File: config.mk
export PLATFORM = sky130hd
export DESIGN_NAME = hazard_ctrl
export DESIGN_NICKNAME = d
export VERILOG_FILES = /design/src/rtl/hazard_ctrl.sv
export SDC_FILE = /design/constraint.sdc
export NUM_CORES = 1
export LEC_CHECK = 0
export ABC_AREA = 1
export BUFFER_PORTS_ARGS = -buffer_cell sky130_fd_sc_hd__buf_2
export CAP_MARGIN = 25
export CORE_MARGIN = 2
export CORE_UTILIZATION = 49
export CTS_BUF_LIST = sky130_fd_sc_hd__clkbuf_8
export DETAILED_ROUTE_END_ITERATION = 16
export PLACE_DENSITY_LB_ADDON = 0.15
export SYNTH_ARGS = -nofsm -noshare
export SYNTH_HDL_FRONTEND = slang
export SYNTH_SLANG_ARGS = --single-unit
File: constraint.sdc
create_clock -name clk -period 1.5 [get_ports clk]
set_input_delay 0.15 -clock clk [delete_from_list [all_inputs] [get_ports clk]]
set_output_delay 0.15 -clock clk [all_outputs]
set_load 0.01 [all_outputs]
File: src/rtl/hazard_ctrl.sv
// hazard_ctrl: pipeline hazard controller for the five-stage CPU.
// Covers what forwarding cannot resolve: load-use stalls, taken-branch
// flushes, data-memory wait freezes, and the HLT drain/halt sequence.
// All enables and flushes are combinational from the current state and
// inputs; state, drain counter, halted flag and stall counter are flops.
module hazard_ctrl #(
  parameter int DRAIN_CYCLES = 3,
  parameter int CNT_W        = 16
) (
  input  logic             clk,
  input  logic             rst,
  input  logic [3:0]       ifidRs,
  input  logic [3:0]       ifidRt,
  input  logic             ifidUsesRs,
  input  logic             ifidUsesRt,
  input  logic             idexMemRead,
  input  logic [3:0]       idexWR,
  input  logic             br_taken_EX,
  input  logic             halt_ID,
  input  logic             dmem_busy,
  output logic             pc_en,
  output logic             ifid_en,
  output logic             idex_en,
  output logic             exmem_en,
  output logic             ifid_flush,
  output logic             idex_flush,
  output logic             memwb_flush,
  output logic             halted,
  output logic [CNT_W-1:0] stall_cycles
);

  localparam int DW = (DRAIN_CYCLES < 2) ? 1 : $clog2(DRAIN_CYCLES + 1);

  typedef enum logic [1:0] {
    S_RUN    = 2'd0,
    S_DRAIN  = 2'd1,
    S_HALTED = 2'd2
  } state_e;

  state_e           state_q, state_d;
  logic [DW-1:0]    dcnt_q, dcnt_d;
  logic             halted_q, halted_d;
  logic [CNT_W-1:0] stall_q, stall_d;
  logic             lu;

  // Load-use hazard; register 0 is hardwired and never conflicts.
  assign lu = idexMemRead && (idexWR != 4'd0) &&
              ((ifidUsesRs && (ifidRs == idexWR)) ||
               (ifidUsesRt && (ifidRt == idexWR)));

  // Next-state logic and combinational pipeline controls.
  always_comb begin
    // NOTE: every output and next-state value gets a default first so no
    // path through the case/if tree can leave it unassigned (no latches).
    pc_en       = 1'b1;
    ifid_en     = 1'b1;
    idex_en     = 1'b1;
    exmem_en    = 1'b1;
    ifid_flush  = 1'b0;
    idex_flush  = 1'b0;
    memwb_flush = 1'b0;
    state_d     = state_q;
    dcnt_d      = dcnt_q;

    unique case (state_q)
      S_RUN: begin
        if (dmem_busy) begin
          // Memory wait freezes the front of the pipe and bubbles MEM/WB.
          pc_en       = 1'b0;
          ifid_en     = 1'b0;
          idex_en     = 1'b0;
          exmem_en    = 1'b0;
          memwb_flush = 1'b1;
        end else if (br_taken_EX) begin
          // Squash the two younger instructions; PC takes the target.
          ifid_flush = 1'b1;
          idex_flush = 1'b1;
        end else if (lu) begin
          // One bubble: the load reaches MEM next cycle and forwards.
          pc_en      = 1'b0;
          ifid_en    = 1'b0;
          idex_flush = 1'b1;
        end else if (halt_ID) begin
          // HLT moves into ID/EX; nothing younger is fetched.
          pc_en      = 1'b0;
          ifid_flush = 1'b1;
          state_d    = S_DRAIN;
          dcnt_d     = DW'(DRAIN_CYCLES);
        end
      end

      S_DRAIN: begin
        pc_en      = 1'b0;
        ifid_flush = 1'b1;
        if (dmem_busy) begin
          ifid_en     = 1'b0;
          idex_en     = 1'b0;
          exmem_en    = 1'b0;
          memwb_flush = 1'b1;
        end else if (br_taken_EX) begin
          // An older taken branch cancels the HLT and resumes fetch.
          pc_en      = 1'b1;
          idex_flush = 1'b1;
          state_d    = S_RUN;
          dcnt_d     = '0;
        end else begin
          dcnt_d = dcnt_q - 1'b1;
          if (dcnt_q <= DW'(1)) begin
            state_d = S_HALTED;
            dcnt_d  = '0;
          end
        end
      end

      S_HALTED: begin
        pc_en       = 1'b0;
        ifid_en     = 1'b0;
        idex_en     = 1'b0;
        exmem_en    = 1'b0;
        ifid_flush  = 1'b1;
        idex_flush  = 1'b1;
        memwb_flush = 1'b1;
      end

      default: begin
        state_d = S_RUN;
        dcnt_d  = '0;
      end
    endcase

    // While reset is held the pipe runs with its plain defaults.
    if (rst) begin
      pc_en       = 1'b1;
      ifid_en     = 1'b1;
      idex_en     = 1'b1;
      exmem_en    = 1'b1;
      ifid_flush  = 1'b0;
      idex_flush  = 1'b0;
      memwb_flush = 1'b0;
    end

    halted_d = (state_d == S_HALTED);

    // Saturating count of stalled cycles outside HALTED.
    stall_d = stall_q;
    if (!pc_en && (state_q != S_HALTED) && (stall_q != {CNT_W{1'b1}}))
      stall_d = stall_q + 1'b1;
  end

  // State, drain counter, halted flag and stall counter registers.
  always_ff @(posedge clk or posedge rst) begin
    // NOTE: sequential state uses non-blocking assignments so every flop
    // samples the pre-edge values regardless of statement order.
    if (rst) begin
      state_q  <= S_RUN;
      dcnt_q   <= '0;
      halted_q <= 1'b0;
      stall_q  <= '0;
    end else begin
      state_q  <= state_d;
      dcnt_q   <= dcnt_d;
      halted_q <= halted_d;
      stall_q  <= stall_d;
    end
  end

  assign halted       = halted_q;
  assign stall_cycles = stall_q;

endmodule

==> results of run 1 <==
-- layer usage --
layer	vias up	share of wire [%]	global-route usage, %
li1	957	-	-
met1	883	40	29.4
met2	58	53	42.9
met3	19	4.3	4.55
met4	0	2.8	8.51
met5	-	0	0
-- synthesized netlist by cell type (2+ instances only) --
master / count
inv_2: 2
xor2_1: 3
nand2_1: 86
nand3_4: 3
nor2_1: 25
inv_1: 35
dfrtp_1: 21
o21ai_0: 6
nand4_1: 9
nor2_2: 2
nand3_1: 13
nor4_1: 2
nor3_1: 4
a21oi_1: 4
xnor2_1: 6
clkinv_1: 2
ha_1: 6
-- worst reg2reg max path, cell delays in order, from the launching register on --
cell      delay [ps]
dfrtp_2          440
buf_6            130
ha_4             170
nand3_2           80
nand2_2           80
clkinv_4         100
buf_6            100
nand3_4          120
nor2_4           190
nand2_1           80
nand2_1           60
-- registers in the layout (all words and copies together) (netlist names) --
register and cells:
dcnt_q 2, halted 1, state_q 2, stall_cycles 16
-- path summary, 6_finish.rpt --
kind	start	end	slack [ps]	depth (start not counted)
setup / recovery	state_q[0]	ifid_flush	-180	8
hold / removal	halt_ID	state_q[0]	280	3
setup reg to reg	state_q[0]	stall_cycles[6]	-100	10
hold reg to reg	dcnt_q[0]	dcnt_q[0]	530	2
max in group asynchronous	rst	state_q[0]	770	4
min in group asynchronous	rst	stall_cycles[9]	490	4
-- report_power, final --
part	total, mW	internal (mW)	switching (mW)
Combinational	1.56	0.750	0.813
Sequential	0.774	0.678	0.0961
Clock	0.376	0.183	0.193
Total	2.71	1.61	1.10
-- layout make-up --
cell class | instances | area (sq um) | area share (%)
sequential | 21 | 527 | 20.8
clock buffer | 3 | 41.3 | 1.63
clock inverter | 1 | 3.75 | 0.148
timing repair buffer | 92 | 634 | 25.0
inverter | 39 | 154 | 6.07
tap | 46 | 57.6 | 2.27
multi-input combinational | 181 | 1120 | 44.1
-- repair_timing --
item | 4_1_cts | 5_1_grt
hold buffers | 1 | 0
hold endpoints to repair | 21 | 0
pin swaps | 9 | 25
buffers inserted | 9 | 7
cloned | 0 | 1
setup endpoints to repair | 22 | 25
gates resized for setup | 29 | 23
-- per-stage QoR --
stage | hold WS, ps | setup TNS (ps) | util (%)
final | 276 | -1710 | 77.2
after global routing | 301 | -3580 | 77.2
after CTS | 287 | -764 | 72.9
after detailed placement | 218 | -1910 | 66.0
after global placement | 222 | -870 | 66.0
after floorplan | 127 | -72.6 | -
-- cells in the final DEF, fill, tap and decap left out, drive strengths merged --
master       netlist  routed
nor3               4       4
o21ai              6       6
a21oi              4       4
o211ai             1       1
nand3             16      16
o21a               1       1
ha                 6       6
xnor2              6       6
nor2              29      30
a21boi             1       1
nor3b              1       1
a31oi              1       1
xor2               3       3
dfrtp             21      21
buf                2      91
inv               37      38
clkbuf             0       3
dlygate4sd3        0       1
clkinv             2       2
nand2             88      88
nand4             11      11
nor4               2       2
-- cells by family after synthesis --
family / after synthesis
simple gates: 151
buf+inv: 41
flops: 21
compound gates: 14
xor+xnor: 9
fa+ha+maj: 6
==> results_dict.tcl, run 1 <==
set metrics [dict create \
    crit_top_cell "inv_2" \
    cts_root_buf "clkbuf_8" \
    synthCells 242 \
    synth.distinct_cells 30 \
    synth_area_leader_cell "dfrtp_1" \
    syn-num-nets 268 \
    min_period_over_period_pct 112 \
    yosys.area_share.simple_pct 44.1 \
    ys_seq_elements 21 \
    cp-end-kind "primary output" \
    die_y_microns 62.0 \
    path_cells "inv_2, ha_4, inv_2, nor2_4, nand2_2, nor2_1, o21a_1, buf_2" \
    pre_cts_slack_ps -163 \
    crit_required_ps 1350 \
    hpwl_mm 3.03 \
    area_growth_pct 54.0 \
    portBuffers 43 \
    slowest_delay_ps 440 \
    grt_max_degree 22 \
    critPathLaunchType "flip-flop" \
    cts_tree "yes" \
    fmax_mhz 597 \
    synth_edf_count 0 \
    yosys_most_used_dff "dfrtp_1" \
    min_period_ps 1680 \
    num_rows 21 \
    avgSynthCellArea_sq_um 6.80 \
    finalPower_mw 2.71 \
    cts.sinks 21 \
    fillers 260 \
    numCtsBuffers 3 \
    htree_levels 1 \
    violations "negative setup slack" \
    path_class "flip-flop to primary output" \
    slew_viol_final 0 \
    postRouteAntennaNets 0 \
    crit_family "flip-flops" \
    grt_pass1_vias 1632 \
    crit_buf_inv 3 \
    placed_cells 361 \
    crit_fanout 4 \
    antenna_found_initial 0 \
    n_antenna_cell 0 \
    ys_seq_area_share_pct 31.9 \
    slew-limit-headroom_pct 77.7 \
    grt_pass1_wl_mm 6.91 \
    num_vias 1917 \
    power_leakage_nw 1.35 \
    synth_compound_area_share_pct 5.02 \
    irDropWorstVdd_v 0.000852 \
    final_area_sq_um 2530 \
    clk_latency_ps 270 \
    setup_violations 21 \
    syn_area_sq_um 1650 \
    die_x_microns 62.0 \
    firstDrtPassIters 4 \
    core_area_sq_um 3280 \
    vias_per_cell 5.01 \
    rsz0062_at_grt "yes" \
    cp_slowest_cell "dfrtp_2" \
    start_util_pct 50.1 \
    drt_iter0_markers 132 \
    synth-xor-area-share_pct 4.79 \
    final_nets 364 \
    fin_cells 383 \
    finalHoldViolCount 0 \
    grt_usage_pct 24.3 \
    synth_mux_area_share_pct 0 \
    fin_ws_ps -176 \
    outcome "finished, violations left" \
    yosysTopAreaCellShare_pct 31.9 \
    crit_arrival_ps 1530 \
    ys_async_sr_fraction_pct 100 \
    cellPowerDensity_nw_per_um2 1070 \
    synth_top_family_by_area "simple AND/OR/NAND/NOR gates" \
    drc 0 \
    tightest_slew_ps 331 \
    min_path_type "input port to flip-flop" \
    wl_per_cell_microns 12.6 \
    routed_wirelength_mm 4.84 \
    overflow 0 \
    yosys_warnings 0 \
    synthAdderAreaFrac_pct 4.56 \
    placed_area_sq_um 2170 \
    dieArea_sq_um 3840 \
    finalClockSkew_ps 9.03 \
    drv_cap 0 \
    clock_path_buffers 2 \
    gp_congestion 0.889 \
    synth.area.top_cells "dfrtp_1 32%, nand2_1 20%, inv_1 8.0%, nor2_1 5.7%, ha_1 4.6%" \
    drive_above_1_share_pct 42.1 \
    clk_pin_slew_worst_paths_ps 70 \
    pin_count 44 \
]
No activity file was read; power rests on OpenSTA's default activity.
==> run 2, diff against run 1 <==
--- a/config.mk
+++ b/config.mk
@@ -7,3 +7,2 @@
 export LEC_CHECK = 0
-export ABC_AREA = 1
 export BUFFER_PORTS_ARGS = -buffer_cell sky130_fd_sc_hd__buf_2
@@ -11,3 +10,3 @@
 export CORE_MARGIN = 2
-export CORE_UTILIZATION = 49
+export CORE_UTILIZATION = 48
 export CTS_BUF_LIST = sky130_fd_sc_hd__clkbuf_8
==> constraint.sdc (replaced) <==
create_clock -name clk -period 1.5 [get_ports clk]
set_input_delay 0.3 -clock clk [delete_from_list [all_inputs] [get_ports clk]]
set_output_delay 0.3 -clock clk [all_outputs]
set_load 0.01 [all_outputs]
==> run 2 against run 1 <==
Effect of this change: final area is 0.44% higher; first-iteration DRC count is 70% lower; combinational power is 56% higher; utilization is 8.3 points higher; final cell count is 24% lower; via count is 16% lower; maximum frequency is 17% lower; sequential share of layout area hardly changed; non-clock buffer count is 11 higher; largest power group unchanged; critical path type is now flip-flop to flip-flop; the flow still finishes with violations (negative setup slack); critical endpoint is now stall_cycles[12].
==> results_dict.tcl, run 2 <==
set metrics [dict create \
    r2r-end "stall_cycles[12]" \
    crit_arrival_ps 2160 \
    syn_area_sq_um 1470 \
    fin_setup_tns_ps -9120 \
    fillers 164 \
    fmax_mhz 498 \
    yosys_most_used_dff "dfrtp_1" \
    setup_violations 28 \
    crit_family "simple AND/OR/NAND/NOR gates" \
    core_area_sq_um 2980 \
    layout_commonest_cell "buf_4" \
    r2r_setup_slack_ps -510 \
    cp_slowest_cell "or4b_4" \
    finalClockSkew_ps 1.95 \
    rsz0062_at_grt "yes" \
    whs_ps 252 \
    synth.most_common_cell "dfrtp_1" \
    slew-limit-headroom_pct 56.0 \
    fin_util_pct 85.5 \
    num_vias 1614 \
    antenna_found_initial 0 \
    die_x_microns 59.3 \
    cellPowerDensity_nw_per_um2 1440 \
    slowest_delay_ps 510 \
    fin_ws_ps -508 \
    irDropWorstVdd_v 0.00130 \
    overflow 0 \
    synth.distinct_cells 38 \
    n_antenna_cell 0 \
    synthTopCellsByCount "21 x dfrtp_1, 20 x xor2_1, 19 x nand2_1" \
    power_leakage_nw 1.27 \
    drt_iter0_markers 39 \
    violations "negative setup slack" \
    crit_buf_inv 1 \
    vias_per_cell 5.57 \
    yosys_warnings 0 \
    finalPower_mw 3.67 \
    pin_count 44 \
    holdBufCountCts 0 \
    num_rows 20 \
    avgSynthCellArea_sq_um 9.42 \
    dieArea_sq_um 3520 \
    largest_register_ffs 16 \
    drc 0 \
    critPathLaunchType "flip-flop" \
    grt_pass1_wl_mm 7.45 \
    outcome "finished, violations left" \
    drive_above_1_share_pct 65.4 \
    clk_latency_ps 260 \
    drv_cap 0 \
    final_nets 284 \
    die_y_microns 59.3 \
    grt_pass1_vias 1577 \
    cts.sinks 21 \
    placed_cells 280 \
    final_area_sq_um 2550 \
    hpwl_mm 3.10 \
    layout_common_cells "46 x buf_4, 41 x buf_2, 20 x xor2_1, 19 x dfrtp_1, 16 x nand2_1" \
    min_path_type "input port to async pin" \
    syn-num-nets 182 \
    clk_pin_slew_worst_paths_ps 80 \
    crit_required_ps 1650 \
    gp_congestion 0.871 \
    ys_async_sr_fraction_pct 100 \
    cts_tree "yes" \
    finalHoldViolCount 0 \
    ys_seq_area_share_pct 35.8 \
    wl_per_cell_microns 17.0 \
    htree_levels 1 \
    ys_seq_elements 21 \
    synthCells 156 \
    slew_viol_final 0 \
    firstDrtPassIters 4 \
    tightest_slew_ps 654 \
    portBuffers 43 \
    placed_area_sq_um 2130 \
    min_period_over_period_pct 134 \
    fin_cells 290 \
    pre_cts_slack_ps -551 \
    synth_area_leader_cell "dfrtp_1" \
    path_class "flip-flop to flip-flop" \
    yosysTopAreaCellShare_pct 35.8 \
    synth_edf_count 0 \
    routed_wirelength_mm 4.94 \
    r2r_start "state_q[0]" \
    grt_usage_pct 27.8 \
    postRouteAntennaNets 0 \
    min_period_ps 2010 \
    crit_fanout 5 \
    numCtsBuffers 3 \
    grt_max_degree 22 \
    cp-end-kind "flip-flop" \
    clock_path_buffers 2 \
    r2r_cells 7 \
    path_cells "inv_2, ha_4, nor2_4, nor2_2, a211o_4, or4b_4, xnor2_2" \
    cts_root_buf "clkbuf_8" \
    area_growth_pct 73.3 \
    synth.area.top_cells "dfrtp_1 36%, xor2_1 12%, nor3_2 6.8%, ha_1 5.1%, nand2_1 4.9%" \
    start_util_pct 49.3 \
]
==> run 2: changes by cell type in the layout (fill, tap and decap cells not counted), sizes merged, moves of 10 or more <==
cell / before / now
nand2: 88 / 19
buf: 91 / 103
nand3: 16 / 6
inv: 38 / 3
xor2: 3 / 20
nor2: 30 / 12
==> run 2: repair_timing <==
action | 4_1_cts | 5_1_grt
cloned | 0 | 0
setup buffers | 6 | 5
pin swaps | 25 | 20
setup endpoints to repair | 28 | 28
gates resized for setup | 37 | 34
==> run 2: where the power goes <==
group	switching, mW	internal [mW]	total [mW]
logic	1.20	1.24	2.44
registers	0.140	0.712	0.852
clock network	0.191	0.185	0.376
total	1.53	2.13	3.67
==> run 2: logic make-up after synthesis <==
family,synth area share [%]
xor+xnor,13.7
compound gates,10.7
buf+inv,3.58
flops,35.8
mux,1.02
simple gates,30.1
fa+ha+maj,5.11
==> run 2: how the worst max path moves through the flow <==
stage | startpoint | endpoint | slack [ps] | depth (start not counted)
after detailed placement | idexWR[0] | stall_cycles[12] | -550 | 7
after global routing | state_q[0] | stall_cycles[12] | -550 | 7
after CTS | state_q[0] | stall_cycles[12] | -470 | 7
after global placement | idexWR[0] | stall_cycles[9] | -520 | 8
final | state_q[0] | stall_cycles[12] | -510 | 7
after floorplan | idexWR[0] | pc_en | -460 | 7
==> run 2: layer usage <==
metal | vias to the layer above | GRT usage, % | part of all wire, %
met1 | 790 | 34.9 | 40
li1 | 757 | - | -
met2 | 55 | 50.2 | 55
met3 | 12 | 1.75 | 2.8
met5 | - | 0 | 0
met4 | 0 | 8.77 | 2.4
==> run 2: area by class of cell <==
class | count | area, sq um | share of cell area [%]
well taps | 33 | 41.3 | 1.62
repair buffers | 103 | 734 | 28.8
clock inverters | 1 | 5.00 | 0.197
multi-input cells | 125 | 1170 | 46.1
clock buffers | 3 | 41.3 | 1.62
inverters | 4 | 21.3 | 0.835
flip-flops and latches | 21 | 528 | 20.7
==> run 2: worst min-delay path: cells and delay by family <==
family,cells,cell delay (ps)
buffers and inverters,4,610
